### config.mk
export PLATFORM = sky130hd
export DESIGN_NAME = fetch_prefetch_queue
export DESIGN_NICKNAME = d
export VERILOG_FILES = /design/src/rtl/fetch_prefetch_queue.sv
export SDC_FILE = /design/constraint.sdc
export NUM_CORES = 1
export LEC_CHECK = 0
export ABC_AREA = 1
export BUFFER_PORTS_ARGS = -buffer_cell sky130_fd_sc_hd__buf_2
export CORE_AREA = 2 2 115 229
export DETAILED_ROUTE_END_ITERATION = 8
export DIE_AREA = 0 0 117 231
export PLACE_DENSITY = 0.88
export RECOVER_POWER = 25
export SYNTH_ARGS = -nofsm -noshare
export SYNTH_HDL_FRONTEND = slang
export SYNTH_SLANG_ARGS = --single-unit
### constraint.sdc
create_clock -name clk -period 5 [get_ports clk]
set_input_delay 0.5 -clock clk [delete_from_list [all_inputs] [get_ports clk]]
set_output_delay 0.5 -clock clk [all_outputs]
set_load 0.01 [all_outputs]
### src/rtl/fetch_prefetch_queue.sv
// Instruction prefetch queue: sequential Wishbone fetches buffered with their
// PCs in a small FIFO and handed to execute through a valid/ready handshake.
// Jumps flush the queue and redirect fetch; bus errors are tagged per entry
// and stop fetching until the next redirect.
module fetch_prefetch_queue #(
  parameter int              XLEN            = 32,
  parameter logic [XLEN-1:0] PC_RESET_VECTOR = '0,
  parameter int              QUEUE_DEPTH     = 4,
  parameter int              PC_STEP         = 4
) (
  input  logic                           clk,
  input  logic                           rst,
  output logic                           wb_cyc_o,
  output logic                           wb_stb_o,
  output logic                           wb_we_o,
  output logic [XLEN-1:0]                wb_adr_o,
  output logic [XLEN-1:0]                wb_dat_o,
  output logic [XLEN/8-1:0]              wb_sel_o,
  input  logic [XLEN-1:0]                wb_dat_i,
  input  logic                           wb_ack_i,
  input  logic                           wb_err_i,
  output logic                           valid_o,
  input  logic                           ready_i,
  output logic [XLEN-1:0]                ir_o,
  output logic [XLEN-1:0]                pc_o,
  output logic                           fault_o,
  input  logic                           jump,
  input  logic [XLEN-1:0]                jump_target,
  output logic [$clog2(QUEUE_DEPTH):0]   count_o
);

  localparam int AW = $clog2(QUEUE_DEPTH);
  localparam int CW = AW + 1;

  typedef enum logic [1:0] {IDLE, REQ, HALT} state_t;

  state_t          state;
  logic [XLEN-1:0] fpc;
  logic [AW-1:0]   wr_ptr;
  logic [AW-1:0]   rd_ptr;
  logic [CW-1:0]   count;

  logic [XLEN-1:0] q_pc    [QUEUE_DEPTH];
  logic [XLEN-1:0] q_ir    [QUEUE_DEPTH];
  logic            q_fault [QUEUE_DEPTH];

  logic            pop;
  logic            push;
  logic            can_req;
  logic [XLEN-1:0] jump_pc;
  logic [XLEN-1:0] next_fpc;

  // Read-only master: these never change.
  assign wb_we_o  = 1'b0;
  assign wb_dat_o = '0;
  assign wb_sel_o = '1;

  assign valid_o  = (count != '0);
  assign count_o  = count;
  assign ir_o     = q_ir[rd_ptr];
  assign pc_o     = q_pc[rd_ptr];
  // Gate the unreset fault bit so an empty queue never reports a fault.
  assign fault_o  = valid_o & q_fault[rd_ptr];

  assign pop      = valid_o && ready_i;
  // A jump or reset in the termination cycle discards the returned word.
  assign push     = (state == REQ) && (wb_ack_i || wb_err_i) && !jump && !rst;
  // A pop in the same cycle frees a slot, so a full queue can restart at once.
  assign can_req  = (count < CW'(QUEUE_DEPTH)) || pop;
  assign jump_pc  = jump_target & ~XLEN'(3);
  assign next_fpc = fpc + XLEN'(PC_STEP);

  // Fetch FSM, bus outputs and queue bookkeeping; jump outranks everything.
  always_ff @(posedge clk) begin
    if (rst) begin
      state    <= IDLE;
      wb_cyc_o <= 1'b0;
      wb_stb_o <= 1'b0;
      wb_adr_o <= PC_RESET_VECTOR;
      fpc      <= PC_RESET_VECTOR;
      wr_ptr   <= '0;
      rd_ptr   <= '0;
      count    <= '0;
    end else if (jump) begin
      state    <= IDLE;
      wb_cyc_o <= 1'b0;
      wb_stb_o <= 1'b0;
      wb_adr_o <= jump_pc;
      fpc      <= jump_pc;
      wr_ptr   <= '0;
      rd_ptr   <= '0;
      count    <= '0;
    end else begin
      case (state)
        IDLE: begin
          if (can_req) begin
            state    <= REQ;
            wb_cyc_o <= 1'b1;
            wb_stb_o <= 1'b1;
            wb_adr_o <= fpc;
          end
        end
        REQ: begin
          // ERR wins over a simultaneous ACK.
          if (wb_err_i) begin
            state    <= HALT;
            wb_cyc_o <= 1'b0;
            wb_stb_o <= 1'b0;
          end else if (wb_ack_i) begin
            state    <= IDLE;
            wb_cyc_o <= 1'b0;
            wb_stb_o <= 1'b0;
            wb_adr_o <= next_fpc;
            fpc      <= next_fpc;
          end
        end
        HALT: begin
          wb_cyc_o <= 1'b0;
          wb_stb_o <= 1'b0;
        end
        default: begin
          state    <= IDLE;
          wb_cyc_o <= 1'b0;
          wb_stb_o <= 1'b0;
        end
      endcase

      if (push) wr_ptr <= wr_ptr + 1'b1;
      if (pop)  rd_ptr <= rd_ptr + 1'b1;

      case ({push, pop})
        2'b10:   count <= count + 1'b1;
        2'b01:   count <= count - 1'b1;
        default: count <= count;
      endcase
    end
  end

  // Queue storage; only the pointers are reset, so the payload needs none.
  always_ff @(posedge clk) begin
    if (push) begin
      q_pc[wr_ptr]    <= fpc;
      q_ir[wr_ptr]    <= wb_err_i ? '0 : wb_dat_i;
      q_fault[wr_ptr] <= wb_err_i;
    end
  end

endmodule

==> results of run 1 <==
## logic make-up (layout without fill, tap and decap cells)
kind of cell | count (synthesis) | after routing | share of synthesized area
xor+xnor | 8 | 8 | 0.00493
compound gates | 344 | 344 | 0.132
simple gates | 504 | 504 | 0.145
flops | 324 | 324 | 0.633
other cells | 2 | 42 | 0.000528
fa+ha+maj | 7 | 7 | 0.00669
buf+inv | 234 | 349 | 0.0770
## layer usage
metal / GRT usage / up-vias / part of all wire
met5: 0 / - / 0
met1: 0.313 / 5022 / 0.38
li1: - / 5044 / -
met2: 0.391 / 620 / 0.49
met4: 0.111 / 0 / 0.031
met3: 0.0391 / 70 / 0.092
## where the power goes
part / switching [mW] / internal (mW) / total (mW)
Combinational: 0.220 / 0.106 / 0.326
Sequential: 0.0545 / 2.94 / 3.00
Clock: 0.933 / 1.27 / 2.21
## sequential cells by signal, indices dropped and copies added (netlist names), named ones only
| signal | count |
|---|---|
| rd_ptr | 2 |
| wb_stb_o | 1 |
| count_o | 3 |
| wr_ptr | 2 |
| q_pc | 120 |
| q_ir | 128 |
| fpc | 30 |
| state | 2 |
| wb_adr_o | 30 |
| q_fault | 4 |
## cell type report
| type | instances | area share |
|---|---|---|
| multi-input combinational | 904 | 0.267 |
| antenna | 1 | 0.000156 |
| inverter | 121 | 0.0286 |
| clock inverter | 17 | 0.0142 |
| clock buffer | 33 | 0.0440 |
| sequential | 324 | 0.560 |
| timing repair buffer | 178 | 0.0593 |
| tap | 340 | 0.0264 |
## worst min path at each step
stage	startpoint	to	slack, ns	cells past startpoint
2_1_floorplan	rd_ptr[1]	register	0.44	2
3_3_place_gp	rd_ptr[1]	register	0.45	2
3_5_place_dp	rd_ptr[1]	register	0.47	2
4_1_cts	jump_target[9]	fpc[9]	0.23	3
5_1_grt	jump_target[9]	fpc[9]	0.24	3
6_report	jump_target[9]	fpc[9]	0.25	3
## tightest hold or removal path: cells and delay by family
family | cells | cell delay [ns]
AOI/OAI and AO/OA | 1 | 0.11
buffers and inverters | 2 | 0.17
## cells in the final DEF (no fill, tap or decap), types with 2 or more instances in the layout
cell type	instances
nand2_4	3
o22ai_1	62
edfxtp_1	252
buf_4	8
inv_2	4
nand2_2	4
buf_2	165
nand2_1	195
clkbuf_1	7
xor2_1	6
nor3_1	2
dfxtp_1	70
a31oi_1	8
o211ai_1	4
clkinv_1	3
inv_1	113
inv_4	2
o21ai_0	183
a21oi_1	70
nor2_1	235
clkinv_2	6
buf_12	3
clkinvlp_4	2
ha_1	6
and2_1	2
bufinv_16	5
nor2_2	6
a21oi_2	10
clkbuf_16	27
nand3_1	44
o21a_1	3
nor2_4	7
xnor2_1	2
conb_1	41
## per-stage QoR
step                 util  power, mW  worst slack (ns)
global route        0.632       5.68              1.27
floorplan               -       3.27             0.639
finish              0.632       5.53              1.56
global placement    0.596       3.36              1.72
CTS                 0.632       5.54              1.56
detailed placement  0.596       3.37              1.67
==> flow_metrics.py, run 1 <==
metrics = {
    "logic_synthesis": {
        "synth_cells": 1423,
        "synth_area_sq_mm": 0.0142,
        "ys_seq_elements": 324,
        "synth_largest_area_cell": "edfxtp_1",
        "synth_common_cells": "252 x edfxtp_1, 239 x nor2_1, 195 x nand2_1, 183 x o21ai_0, 114 x inv_1",
        "async_flop_share": 0,
        "synth-edff-count": 252,
        "synth_area_leaders": "edfxtp_1 53%, dfxtp_1 10%, o21ai_0 6.4%",
        "synth.avg_cell_area_sq_um": 9.99,
        "yosys_warnings": 0,
        "ys.flop_type": "edfxtp_1",
        "yosysMostFrequentCell": "edfxtp_1",
        "yosysSeqAreaShare": 0.633,
        "synth_top_area_share": 0.532,
        "ys_types": 42,
    },
    "cells_and_area": {
        "final_nets": 1633,
        "multiInputGateArea_sq_mm": 0.00430,
        "drive_gt1_frac": 0.166,
        "area_delta_synth_final_pct": 13.1,
        "fin_cells": 1918,
        "design_area_sq_mm": 0.0161,
        "register_area_sq_mm": 0.00901,
        "fillCellCount": 1956,
    },
    "setup_path": {
        "startpoint_type": "register",
        "r2r_start": "state[0]",
        "cp.depth": 5,
        "worst-r2r-cell-count": 5,
        "worstPathRequired_ns": 4.50,
        "cp_num_buf_inv": 3,
        "crit_chain": "clkinv_2, buf_4, o21ai_0, o22ai_1, buf_2",
        "path_class": "reg -> out",
        "max_stage_delay_ns": 0.81,
        "regToRegEndpoint": "q_ir[3][17]",
        "critPathCapture": "pc_o[3]",
        "crit_path_max_fanout": 86,
        "critPathCaptureType": "output port",
        "crit_family": "buffers and inverters",
        "cpMaxStageDelayCell": "clkinv_2",
        "timing.reg2reg.setup_slack_ns": 2.36,
        "critPathArrivalTime_ns": 2.94,
    },
    "worst_hold_path": {
        "hold_path_class": "in -> reg",
    },
    "cts": {
        "postCtsResizedCells": 0,
        "clk_path_buf_depth": 3,
        "clk_latency_ns": 0.56,
        "cts_tree": "yes",
        "cts_made_buffers": 27,
        "cts_root_buf": "clkbuf_16",
        "cts_hold_buf": 0,
        "clk_pin_slew_ns": 0.07,
        "cts.htree.levels": 1,
        "postCtsSetupRepairBufs": 0,
        "cts_sinks": 324,
    },
    "floorplan": {
        "die_h_microns": 231,
        "initial_utilization": 0.559,
        "core-area_sq_mm": 0.0254,
        "die_area_sq_mm": 0.0270,
        "io_pins": 210,
        "rows": 83,
        "die_x_microns": 117,
    },
    "drt": {
        "drt_wl_total_microns": 33100,
        "drtIter0Drc": 1044,
        "via_count": 10800,
        "ant_nets": 0,
        "drc": 0,
        "wl_per_cell_microns": 17.3,
        "avgViaCountPerCell": 5.61,
        "dr.pass1.iters": 6,
    },
    "place": {
        "post_dp_cell_area_sq_mm": 0.0152,
        "port_buffers": 166,
        "hpwl_microns": 20000,
        "place_congestion": 0.938,
        "dpl.cell_count": 1867,
    },
    "global_route": {
        "antenna_found_initial": 1,
        "grt_usage": 0.240,
        "grt_pass1_vias": 10200,
        "grt_pass1_wl_microns": 50900,
        "grt_max_degree": 127,
        "grt-ovfl-total": 0,
    },
    "timing": {
        "finalHoldViolations": 0,
        "finalClockSkew_ns": 0.0231,
        "fin_crit_ns": 3.44,
        "fmax_ghz": 0.290,
        "slew_headroom": -0.437,
        "drv_slew": 39,
        "finalSetupViolCount": 0,
        "finalHoldWorstSlack_ns": 0.248,
        "min_period_over_period": 0.689,
        "rsz0062_at_grt": "false",
        "tns_ns": 0,
        "tightest_slew_ns": 2.16,
    },
    "power": {
        "powerDensity_mw_per_mm2": 344,
        "ir_drop_uv": 277,
        "p_leak_nw": 6.18,
    },
    "job": {
        "cap_violations": 1,
    },
    "status": {
        "status": "finished with violations",
        "violations": "capacitance limit, slew limit",
    },
}
(Power assumes the default switching activity.)
==> inputs of run 2 (changes only) <==
clock period = 3.6 ns   (was 5 ns; I/O delays follow)
==> run 2 against run 1 <==
  * The flow still finishes with violations (capacitance limit, slew limit)
  * Highest routed layer unchanged
  * Clock power is 38% higher
  * Design area hardly changed
  * Die area stayed put
  * Hold slack worse by 0.13 ns
  * Routed wire length is 0.30% higher
  * Total power is 39% higher
  * Clock skew is 0.00065 ns higher
  * Combinational power is 40% higher
  * Non-clock buffer count is 1 higher
==> flow_metrics.py, run 2 (same netlist as run 1, synthesis figures left out) <==
metrics = {
    "setup_path": {
        "regToRegEndpoint": "count_o[2]",
        "worstPathRequired_ns": 4.09,
        "cpMaxStageDelayCell": "clkbuf_1",
        "r2r_start": "state[1]",
        "critPathCaptureType": "register",
        "cp_common_cell": "clkbuf_1",
        "crit_path_max_fanout": 38,
        "crit_chain": "clkbuf_1, clkbuf_1, inv_2, nand2_4, nor2_8, nor2_4, inv_1, o21ai_0, o21a_1",
        "max_stage_delay_ns": 1.51,
        "timing.reg2reg.setup_slack_ns": 1.27,
        "path_class": "in -> reg",
        "startpoint_type": "primary input",
        "critPathArrivalTime_ns": 3.67,
        "worst-r2r-cell-count": 11,
    },
    "cts": {
        "cts_made_buffers": 26,
        "postCtsSetupRepairBufs": 0,
        "cts_sinks": 324,
        "cts_tree": "yes",
        "clk_pin_slew_ns": 0.07,
        "clk_latency_ns": 0.55,
        "clk_path_buf_depth": 3,
        "postCtsResizedCells": 0,
        "cts.htree.levels": 1,
        "cts_root_buf": "clkbuf_16",
        "cts_hold_buf": 0,
    },
    "power": {
        "pwr-share-comb": 0.059,
        "p_switching_mw": 1.65,
        "sw_frac_of_total": 0.215,
        "seq_power_share": 0.543,
        "powerDensity_mw_per_mm2": 477,
        "internal_power_mw": 6.02,
        "ir_drop_uv": 446,
        "clkPwrFrac": 0.398,
        "p_leak_nw": 6.18,
        "power.total_mw": 7.67,
    },
    "cells_and_area": {
        "final_nets": 1633,
        "area_delta_synth_final_pct": 13.1,
        "drive_gt1_frac": 0.165,
        "fillCellCount": 1924,
        "regMostFlops": "q_ir",
        "fin_cells": 1916,
        "mostFrequentLayoutCells": "252 x edfxtp_1, 235 x nor2_1, 195 x nand2_1",
        "antenna_cells": 0,
        "final_common_cell": "edfxtp_1",
        "reg_top3": "q_ir: 128 flops, q_pc: 120 flops",
        "largest_reg_flops": 128,
        "design_area_sq_mm": 0.0161,
    },
    "worst_hold_path": {
        "hold_path_class": "in -> reg",
        "whs_endpoint": "fpc[9]",
        "hold_start": "jump_target[9]",
        "hold_depth": 3,
    },
    "floorplan": {
        "io_pins": 210,
        "core-area_sq_mm": 0.0254,
        "die_area_sq_mm": 0.0270,
        "initial_utilization": 0.559,
        "die_h_microns": 231,
        "die_x_microns": 117,
        "rows": 83,
    },
    "global_route": {
        "antenna_found_initial": 0,
        "grt_max_degree": 85,
        "grt_usage": 0.243,
        "grt_pass1_vias": 10300,
        "grt_pass1_wl_microns": 51200,
        "grt-ovfl-total": 0,
    },
    "timing": {
        "setup_ws_ns": 0.423,
        "finalHoldViolations": 0,
        "tns_ns": 0,
        "drv_slew": 39,
        "finalSetupViolCount": 0,
        "finalClockSkew_ns": 0.0238,
        "min_period_over_period": 0.883,
        "fin_crit_ns": 3.18,
        "rsz0062_at_grt": "false",
        "tightest_slew_ns": 2.07,
        "slew_headroom": -0.379,
        "fmax_ghz": 0.315,
    },
    "drt": {
        "dr.pass1.iters": 6,
        "drt_wl_total_microns": 33200,
        "drc": 0,
        "wl_per_cell_microns": 17.3,
        "ant_nets": 0,
        "avgViaCountPerCell": 5.61,
        "via_count": 10700,
        "drtIter0Drc": 1065,
    },
    "place": {
        "hpwl_microns": 20400,
        "post_dp_cell_area_sq_mm": 0.0152,
        "place_ws_ns": 0.953,
        "dpl.cell_count": 1868,
        "port_buffers": 166,
        "place_congestion": 0.949,
    },
    "job": {
        "cap_violations": 1,
    },
    "status": {
        "violations": "capacitance limit, slew limit",
        "status": "finished with violations",
    },
}
run 2: routing by layer:
metal,vias up,GRT usage,part of all wire
li1,5042,-,-
met1,5025,0.319,0.39
met2,593,0.397,0.49
met3,89,0.0318,0.086
met4,0,0.117,0.037
met5,-,0,0
run 2: worst max-delay path by stage:
| stage | to | from | slack [ns] | cells past startpoint |
|---|---|---|---|---|
| floorplan | q_fault[0] | jump | -0.62 | 6 |
| global placement | count_o[2] | jump | 1.0 | 12 |
| detailed placement | count_o[2] | jump | 0.95 | 12 |
| CTS | pc_o[4] | register | 0.56 | 4 |
| global route | fpc[24] | wb_err_i | 0.21 | 10 |
| finish | fpc[16] | wb_err_i | 0.42 | 9 |
run 2: cell type report:
cell class,count,area [sq um],area share
clock buffers,36,729,0.0453
clock inverters,12,194,0.0121
inverters,121,460,0.0286
multi-input cells,904,4300,0.267
flip-flops and latches,324,9010,0.560
well taps,340,425,0.0264
repair buffers,179,973,0.0605
run 2: metrics by stage:
| step | hold slack [ns] | util |
|---|---|---|
| final | 0.121 | 0.632 |
| after global routing | 0.135 | 0.632 |
| after CTS | 0.0986 | 0.633 |
| after detailed placement | 0.445 | 0.596 |
| after global placement | 0.441 | 0.596 |
| after floorplan | 0.436 | - |
run 2: worst max-delay path: cells and delay by family:
kind,cells,cell delay (ns)
buffers and inverters,4,2.22
AND/OR/NAND/NOR,3,0.60
AO/OA/AOI/OAI,2,0.48
run 2: power groups by stage:
stage	logic (mW)	registers [mW]	clock network, mW
final	0.455	4.17	3.05
after global routing	0.506	4.17	3.21
after CTS	0.451	4.16	3.08
after detailed placement	0.445	4.24	0
after global placement	0.432	4.24	0
after floorplan	0.319	4.23	0
